`src/rtl/gmii_tx_monitor.sv`:
```
// Per-port GMII transmit monitor: frame delineation, DA/SA capture, length/FCS checks, report FIFO.
// Define GMII_MON_CRC_EN to build the FCS checker; otherwise rpt_status[2] is tied to 0.
module gmii_tx_monitor #(
   parameter int MIN_LEN    = 64,
   parameter int MAX_LEN    = 1518,
   parameter int FIFO_DEPTH = 4
) (
   input  logic        clk,
   input  logic        reset,
   input  logic        gmii_tx_dv,
   input  logic [7:0]  gmii_txd,
   output logic        rpt_srdy,
   input  logic        rpt_drdy,
   output logic [47:0] rpt_da,
   output logic [47:0] rpt_sa,
   output logic [15:0] rpt_len,
   output logic [3:0]  rpt_status,
   output logic [15:0] frame_cnt,
   output logic [15:0] ovf_cnt
);
   // state    | meaning
   // IDLE     | between frames, waiting for dv
   // PREAMBLE | receiving 0x55 bytes, waiting for SFD
   // DATA     | after SFD, counting/capturing/CRC-ing bytes
   // DROP     | bad preamble byte seen, discarding until dv falls
   typedef enum logic [1:0] {IDLE, PREAMBLE, DATA, DROP} state_t;

   localparam int          AW     = $clog2(FIFO_DEPTH);
   localparam int          RW     = 116;
   localparam logic [15:0] MIN_L  = 16'(MIN_LEN);
   localparam logic [15:0] MAX_L  = 16'(MAX_LEN);

   state_t      state_q, state_d;
   logic [15:0] len_q, len_d;
   logic [47:0] da_q, da_d, sa_q, sa_d;
   logic        push, pop, full, empty, push_ok;
   logic        pre_err, crc_err, giant, runt;
   logic [RW-1:0] rec_d;
   logic [RW-1:0] mem_q [FIFO_DEPTH];
   logic [AW:0] wr_ptr_q, rd_ptr_q;
   logic [15:0] frame_cnt_q, ovf_cnt_q;

`ifdef GMII_MON_CRC_EN
   logic [31:0] crc_q, crc_d;

   function automatic logic [31:0] crc_byte(input logic [31:0] c, input logic [7:0] b);
      logic [31:0] r;
      r = c;
      for (int i = 0; i < 8; i++)
         r = (r[0] ^ b[i]) ? ((r >> 1) ^ 32'hEDB88320) : (r >> 1);
      return r;
   endfunction
`endif

   always_comb begin
      state_d = state_q;
      len_d   = len_q;
      da_d    = da_q;
      sa_d    = sa_q;
      push    = 1'b0;
`ifdef GMII_MON_CRC_EN
      crc_d   = crc_q;
`endif
      case (state_q)
         IDLE: begin
            if (gmii_tx_dv) begin
               if (gmii_txd == 8'h55)      state_d = PREAMBLE;
               else if (gmii_txd == 8'hD5) state_d = DATA;
               else                        state_d = DROP;
            end
         end
         PREAMBLE: begin
            if (!gmii_tx_dv) begin
               push    = 1'b1;
               state_d = IDLE;
            end else if (gmii_txd == 8'hD5) state_d = DATA;
            else if (gmii_txd != 8'h55)     state_d = DROP;
         end
         DATA: begin
            if (!gmii_tx_dv) begin
               push    = 1'b1;
               state_d = IDLE;
            end else begin
               if (len_q != 16'hFFFF) len_d = len_q + 16'd1;
               for (int i = 0; i < 6; i++) begin
                  if (len_q == 16'(i))     da_d[8*(5-i) +: 8] = gmii_txd;
                  if (len_q == 16'(i + 6)) sa_d[8*(5-i) +: 8] = gmii_txd;
               end
`ifdef GMII_MON_CRC_EN
               crc_d = crc_byte(crc_q, gmii_txd);
`endif
            end
         end
         DROP: begin
            if (!gmii_tx_dv) begin
               push    = 1'b1;
               state_d = IDLE;
            end
         end
         default: state_d = IDLE;
      endcase
      // Accumulators stay cleared outside DATA so a frame can start one cycle after a push.
      if (state_q != DATA) begin
         len_d = '0;
         da_d  = '0;
         sa_d  = '0;
`ifdef GMII_MON_CRC_EN
         crc_d = 32'hFFFFFFFF;
`endif
      end
   end

   assign pre_err = (state_q != DATA);
`ifdef GMII_MON_CRC_EN
   assign crc_err = !pre_err && (crc_q != 32'hDEBB20E3);
`else
   assign crc_err = 1'b0;
`endif
   assign giant   = !pre_err && (len_q > MAX_L);
   assign runt    = !pre_err && (len_q < MIN_L);
   assign rec_d   = {da_q, sa_q, len_q, pre_err, crc_err, giant, runt};

   always_ff @(posedge clk or posedge reset) begin
      if (reset) begin
         state_q <= IDLE;
         len_q   <= '0;
         da_q    <= '0;
         sa_q    <= '0;
`ifdef GMII_MON_CRC_EN
         crc_q   <= 32'hFFFFFFFF;
`endif
      end else begin
         state_q <= state_d;
         len_q   <= len_d;
         da_q    <= da_d;
         sa_q    <= sa_d;
`ifdef GMII_MON_CRC_EN
         crc_q   <= crc_d;
`endif
      end
   end

   assign empty   = (wr_ptr_q == rd_ptr_q);
   assign full    = (wr_ptr_q[AW] != rd_ptr_q[AW]) && (wr_ptr_q[AW-1:0] == rd_ptr_q[AW-1:0]);
   assign pop     = !empty && rpt_drdy;
   // A simultaneous pop frees the head slot, so a full FIFO can still accept.
   assign push_ok = push && (!full || pop);

   always_ff @(posedge clk or posedge reset) begin
      if (reset) begin
         wr_ptr_q    <= '0;
         rd_ptr_q    <= '0;
         frame_cnt_q <= '0;
         ovf_cnt_q   <= '0;
         for (int i = 0; i < FIFO_DEPTH; i++) mem_q[i] <= '0;
      end else begin
         if (push_ok) begin
            mem_q[wr_ptr_q[AW-1:0]] <= rec_d;
            wr_ptr_q                <= wr_ptr_q + 1'b1;
            frame_cnt_q             <= frame_cnt_q + 16'd1;
         end else if (push && ovf_cnt_q != 16'hFFFF) begin
            ovf_cnt_q <= ovf_cnt_q + 16'd1;
         end
         if (pop) rd_ptr_q <= rd_ptr_q + 1'b1;
      end
   end

   assign rpt_srdy   = !empty;
   assign rpt_da     = mem_q[rd_ptr_q[AW-1:0]][115:68];
   assign rpt_sa     = mem_q[rd_ptr_q[AW-1:0]][67:20];
   assign rpt_len    = mem_q[rd_ptr_q[AW-1:0]][19:4];
   assign rpt_status = mem_q[rd_ptr_q[AW-1:0]][3:0];
   assign frame_cnt  = frame_cnt_q;
   assign ovf_cnt    = ovf_cnt_q;

endmodule

```
`config.mk`:
```
export PLATFORM = sky130hd
export DESIGN_NAME = gmii_tx_monitor
export DESIGN_NICKNAME = d
export VERILOG_FILES = /design/src/rtl/gmii_tx_monitor.sv
export SDC_FILE = /design/constraint.sdc
export NUM_CORES = 1
export LEC_CHECK = 0
export CAP_MARGIN = 20
export CORE_ASPECT_RATIO = 1.1
export CORE_MARGIN = 1
export CORE_UTILIZATION = 60
export CTS_BUF_LIST = sky130_fd_sc_hd__clkbuf_2 sky130_fd_sc_hd__clkbuf_4 sky130_fd_sc_hd__clkbuf_8
export CTS_CLUSTER_DIAMETER = 200
export CTS_CLUSTER_SIZE = 8
export DETAILED_ROUTE_END_ITERATION = 7
export DONT_BUFFER_PORTS = 1
export PLACE_DENSITY = 0.83
export SLEW_MARGIN = 0
export SYNTH_ARGS = -nofsm -noshare
export SYNTH_HDL_FRONTEND = slang
export SYNTH_SLANG_ARGS = --single-unit
```
`constraint.sdc`:
```
create_clock -name clk -period 58.7 [get_ports clk]
set_clock_uncertainty 0.2 [all_clocks]
set_input_delay 11.74 -clock clk [delete_from_list [all_inputs] [get_ports clk]]
set_output_delay 11.74 -clock clk [all_outputs]
set_load 0.01 [all_outputs]
```
; ---- After elaboration in Yosys (flattened, before gate mapping)
; Index checks and enable logic that the tools add are counted.
[classes]
n_eq_ne = 26
bitwise_logic = 3
addsub = 5
n_reduce_logical = 45
mux = 38
order_cmp = 5
[op_table]
columns = cell, n
row1 = 464-bit bitwise mux, 1
row2 = 116-bit two-way mux, 3
row3 = 48-bit two-way mux, 6
row4 = 116-bit binary-select mux with 2-bit select, 1
row5 = 116-bit demux with 2-bit select, 1
row6 = 8-bit two-way mux, 12
row7 = "16-bit by 3-bit equality test with 1-bit output, second input constant", 4
row8 = "16-bit by 4-bit equality test with 1-bit output, second input constant", 4
row9 = 16-bit two-way mux, 4
row10 = "16-bit by 1-bit adder with 16-bit output, second input constant", 3
row11 = 3-bit AND reduction, 14
row12 = "16-bit by 2-bit equality test with 1-bit output, second input constant", 2
row13 = "16-bit != test, second input constant", 2
row14 = 2-bit nonzero test, 15
row15 = "16-bit by 1-bit equality test with 1-bit output, second input constant", 1
row16 = "16-bit by 11-bit greater-than comparator with 1-bit output, second input constant", 1
row17 = 16-bit zero test, 1
row18 = "16-bit by 7-bit less-than comparator with 1-bit output, second input constant", 1
row19 = 2-bit two-way mux, 6
row20 = "8-bit by 7-bit equality test with 1-bit output, second input constant", 1
row21 = "8-bit equality test, second input constant", 1
row22 = "8-bit by 7-bit != test with 1-bit output, second input constant", 1
row23 = 1-bit logical AND, 7
row24 = "3-bit by 1-bit adder with 3-bit output, second input constant", 2
row25 = other kinds (19), 28
[totals]
word_cells = 144
reg_bits = 616
input_bits = 12
output_inout_bits = 149

; ---- Longest topological paths before layout
[logic_depth]
ltp_word = 7
depth_mapped = 9
ltp_nobuf = 6

; ---- Least setup slack after synthesis
; OpenSTA, ideal clock, no wires.
[synth_timing]
path_type = register -> output
from = register rd_ptr_q[0]
to = output rpt_da[0]
required_time_ps = 46760
path_stages_with_launch = 5
arrival_ps = 1849
path_slack_ps = 44911
n_path_buf = 3
path_cell_list = dfrtp_1 > buf_2 > buf_1 > buf_2 > mux4_2
[synth_between]
elab_chain_len = 4
[synth_rtl]
columns = element, line
row1 = "start, declared", 40  ; logic [AW:0] wr_ptr_q, rd_ptr_q;
row2 = "start signal, assigned", 164  ; if (pop) rd_ptr_q <= rd_ptr_q + 1'b1;
row3 = 2-bit NOT with 3-bit output (not written as such), 169  ; assign rpt_da = mem_q[rd_ptr_q[AW-1:0]][115:68];
row4 = 116-bit binary-select mux with 2-bit select, 169
row5 = 116-bit two-way mux (2 in series), n/a
row6 = "end, declared", 14  ; output logic [47:0] rpt_da,
; Every way passes these cells. The select of a mux whose other input is x is not followed.

; ---- Worst setup path after layout
[layout_timing]
from = register rd_ptr_q[0]
to = output rpt_sa[7]
[layout_between]
elab_chain_len = 4
[layout_rtl]
columns = element, line
row1 = 2-bit NOT with 3-bit output (not written as such), 170  ; assign rpt_sa = mem_q[rd_ptr_q[AW-1:0]][67:20];
row2 = 116-bit binary-select mux with 2-bit select, 170
row3 = 116-bit two-way mux (2 in series), n/a
row4 = "end, declared", 15  ; output logic [47:0] rpt_sa,
; Every way passes these cells. The select of a mux whose other input is x is not followed.

==> run metrics <==
post-CTS setup buffer count=0; Post-DRT Antenna Nets=0; CP max-delay cell=dfrtp_4; CP Max Fanout=46; layout cells sized above 1=0.389; DRT Pass-1 Iters=7; # setup viols final=0; count leader, synth=dfrtp_1; Placeable Area=43500 sq um; CTS Hold Bufs=0; Layout Nets=1807; r2r worst-path depth=7; multi-input logic area=10800 sq um; most frequent cells after synthesis=dfrtp_1, mux2_2, mux4_2; sequential group share of total power=0.506; DRT iter0 DRCs=992; setup TNS=0 ns; Yosys reg bits=612; Clock Power Share=0.305; CP Data Arrival Time=3.94 ns; worst r2r src=rd_ptr_q[0]; Routed WL=58.5 mm; remaining global-route overflow=0; antenna violations before repair=1; Post-Syn Area=26600 sq um; Seq/Total Area, Yosys=0.575; Cell Pwr Density=33.0 nW/um^2; status=finished, final reports clean; Syn Area/Cell=14.8 sq um; Top FF cell, synth=dfrtp_1; sw power=273 uW; fill cell count=3067; H-tree depth=3; Slew @ Worst Pin=1.09 ns; CTS buffer count=86; area leader, netlist=dfrtp_1; Hold Path Class=reg -> reg; chip width=203 microns; CTS sink cnt=612; crit path launch type=register; Hold Path End=mem_q[134]; pin count of the biggest net entering global routing=150; peak supply drop=20.9 uV; RSZ-0062 raised after global routing=false; hold path depth=2; GRT Overall Usage=0.269; synth unique cells=53; area occupied by registers=15300 sq um; min Tclk post-route=15.88 ns; Crit path buffers/inverters=2; Crit path max-delay family=buffers and inverters; most used cell, CP=buf_4; slew margin rel.=0.271; Net Count, Synth=1821; EDFF count, synth=0; fin util=0.652; PostCTS Resize Cnt=0; Logic pwr share=0.189; # IOs=161; first-pass GRT wire length=93.3 mm; maxcap violations=0; CP max stage delay=0.95 ns; leakage power=13.8 nW; Levels on crit path=3; Post-Syn Instances=1798; reg2reg setup slack=54.48 ns; Std-Cell Rows=80; I/O Buffers=0; fraction of registers with async set/reset=1.00; YS warnings=0; hold_sp=mem_q[134]; via count=15000; number of vias per cell=6.33; WL per Instance=24.7 microns; Tcrit/Tclk final=0.270; clk_lat worst skew=0.66 ns; internal cell power=665 uW; clock-pin slew on the worst setup and hold paths=0.06 ns; Hold Slack=0.279 ns; data required time of the worst path=46.76 ns; post-DP HPWL=35.8 mm; DIE HEIGHT=223 microns; Die ar.=45200 sq um; TritonCTS clock tree=built; crit path cell chain=buf_4 > buf_4 > mux4_2; Final Max Tran Viols=0; Syn-to-layout area delta=6.60%; Max Clk Rate=63.0 MHz; Setup CP Type=reg -> out; vias in the first global route=16200; Max clock buf depth=3; top cells by area, synth=dfrtp_1, mux2_2, mux4_2, mux2i_1, nand2_1; Switching Share=0.291; DR DRC count=0; root buffer cell=clkbuf_8; starting density of the core=0.612; final hold viol count=0; top cell type's share of synthesized area=0.575; worst r2r dst=mem_q[240]; GPL Wtd Cong=0.841; crit end category=output port
[kinds of logic after synthesis]
logic type / share of synthesized area
flip-flops: 0.575
AO/OA/AOI/OAI: 0.0193
multiplexers: 0.309
other: 0.000141
adder cells (fa/ha/maj): 0.00517
XOR/XNOR: 0.0138
AND/OR/NAND/NOR: 0.0549
buffers and inverters: 0.0224
[worst max path at each step]
stage / from / slack [ns] / to
finish: rd_ptr_q[0] / 42.82 / rpt_sa[7]
detailed placement: rd_ptr_q[0] / 43.38 / rpt_sa[3]
floorplan: reset / 29.62 / da_q[0]
global placement: rd_ptr_q[0] / 43.47 / rpt_len[12]
global route: rd_ptr_q[0] / 42.46 / rpt_sa[3]
CTS: rd_ptr_q[0] / 42.65 / rpt_sa[3]
[cells in the final DEF (no fill, tap or decap), drive strengths merged, types with 2 or more instances in the layout]
master / synthesis / layout
nor3: 5 / 5
a21oi: 36 / 36
nand2: 104 / 104
nor2b: 2 / 2
o21ai: 38 / 38
buf: 69 / 23
ha: 11 / 11
mux2: 444 / 444
xnor2: 30 / 30
o41ai: 2 / 2
and4: 12 / 12
and3: 13 / 13
and2: 2 / 2
nor4: 9 / 9
nand2b: 7 / 7
mux4: 115 / 115
mux2i: 65 / 65
clkbuf: 56 / 91
nand4: 23 / 23
nand3: 18 / 18
nor2: 78 / 78
or4b: 2 / 2
inv: 9 / 11
or3: 2 / 2
o31ai: 5 / 5
dfrtp: 612 / 612
xor2: 12 / 12
a31oi: 5 / 5
[flip-flops by register name, summed over array words and instances, names as in the netlist]
| signal | count |
|---|---|
| len_q | 16 |
| rd_ptr_q | 3 |
| state_q | 2 |
| mem_q | 460 |
| frame_cnt | 16 |
| wr_ptr_q | 3 |
| sa_q | 48 |
| ovf_cnt | 16 |
| da_q | 48 |
[layer usage]
layer | global-route usage | part of all wire | vias up | wire length (microns)
met3 | 0.0505 | 0.051 | 102 | 3000
met2 | 0.450 | 0.51 | 407 | 29900
met1 | 0.352 | 0.41 | 8014 | 24100
li1 | - | - | 6457 | -
met5 | 0 | 0 | - | 0
met4 | 0.0977 | 0.027 | 0 | 1580
[worst reg2reg max path, delay by kind of cell, from the launching register on]
kind,cells,cell delay [ns]
compound gates,1,0.16
simple gates,1,0.36
mux,1,0.51
flops,1,0.95
buf+inv,3,1.63
xor+xnor,1,0.26
[power by group through the flow]
stage	clock network (mW)	registers, mW	logic [mW]
floorplan	0	0.464	0.154
global placement	0	0.480	0.173
detailed placement	0	0.482	0.178
CTS	0.295	0.474	0.178
global route	0.312	0.478	0.189
finish	0.286	0.474	0.177
[through the flow]
stage	setup WS (ns)	std cells	instance area [sq um]	total power [mW]
floorplan	29.62	1798	26600	0.618
global placement	43.47	2266	27000	0.653
detailed placement	43.38	2266	27000	0.660
CTS	42.65	2361	28300	0.948
global route	42.46	2366	28400	0.979
finish	42.82	2366	28400	0.937
[area by class of cell]
class                           count  area share
Timing Repair Buffer               23     0.00890
Tap cell                          574      0.0253
Sequential cell                   612       0.540
Multi-Input combinational cell   1052       0.379
Antenna cell                        1   0.0000881
Inverter                            9     0.00145
Clock inverter                      4     0.00194
Clock buffer                       91      0.0437
No activity file was read; power rests on OpenSTA's default activity.
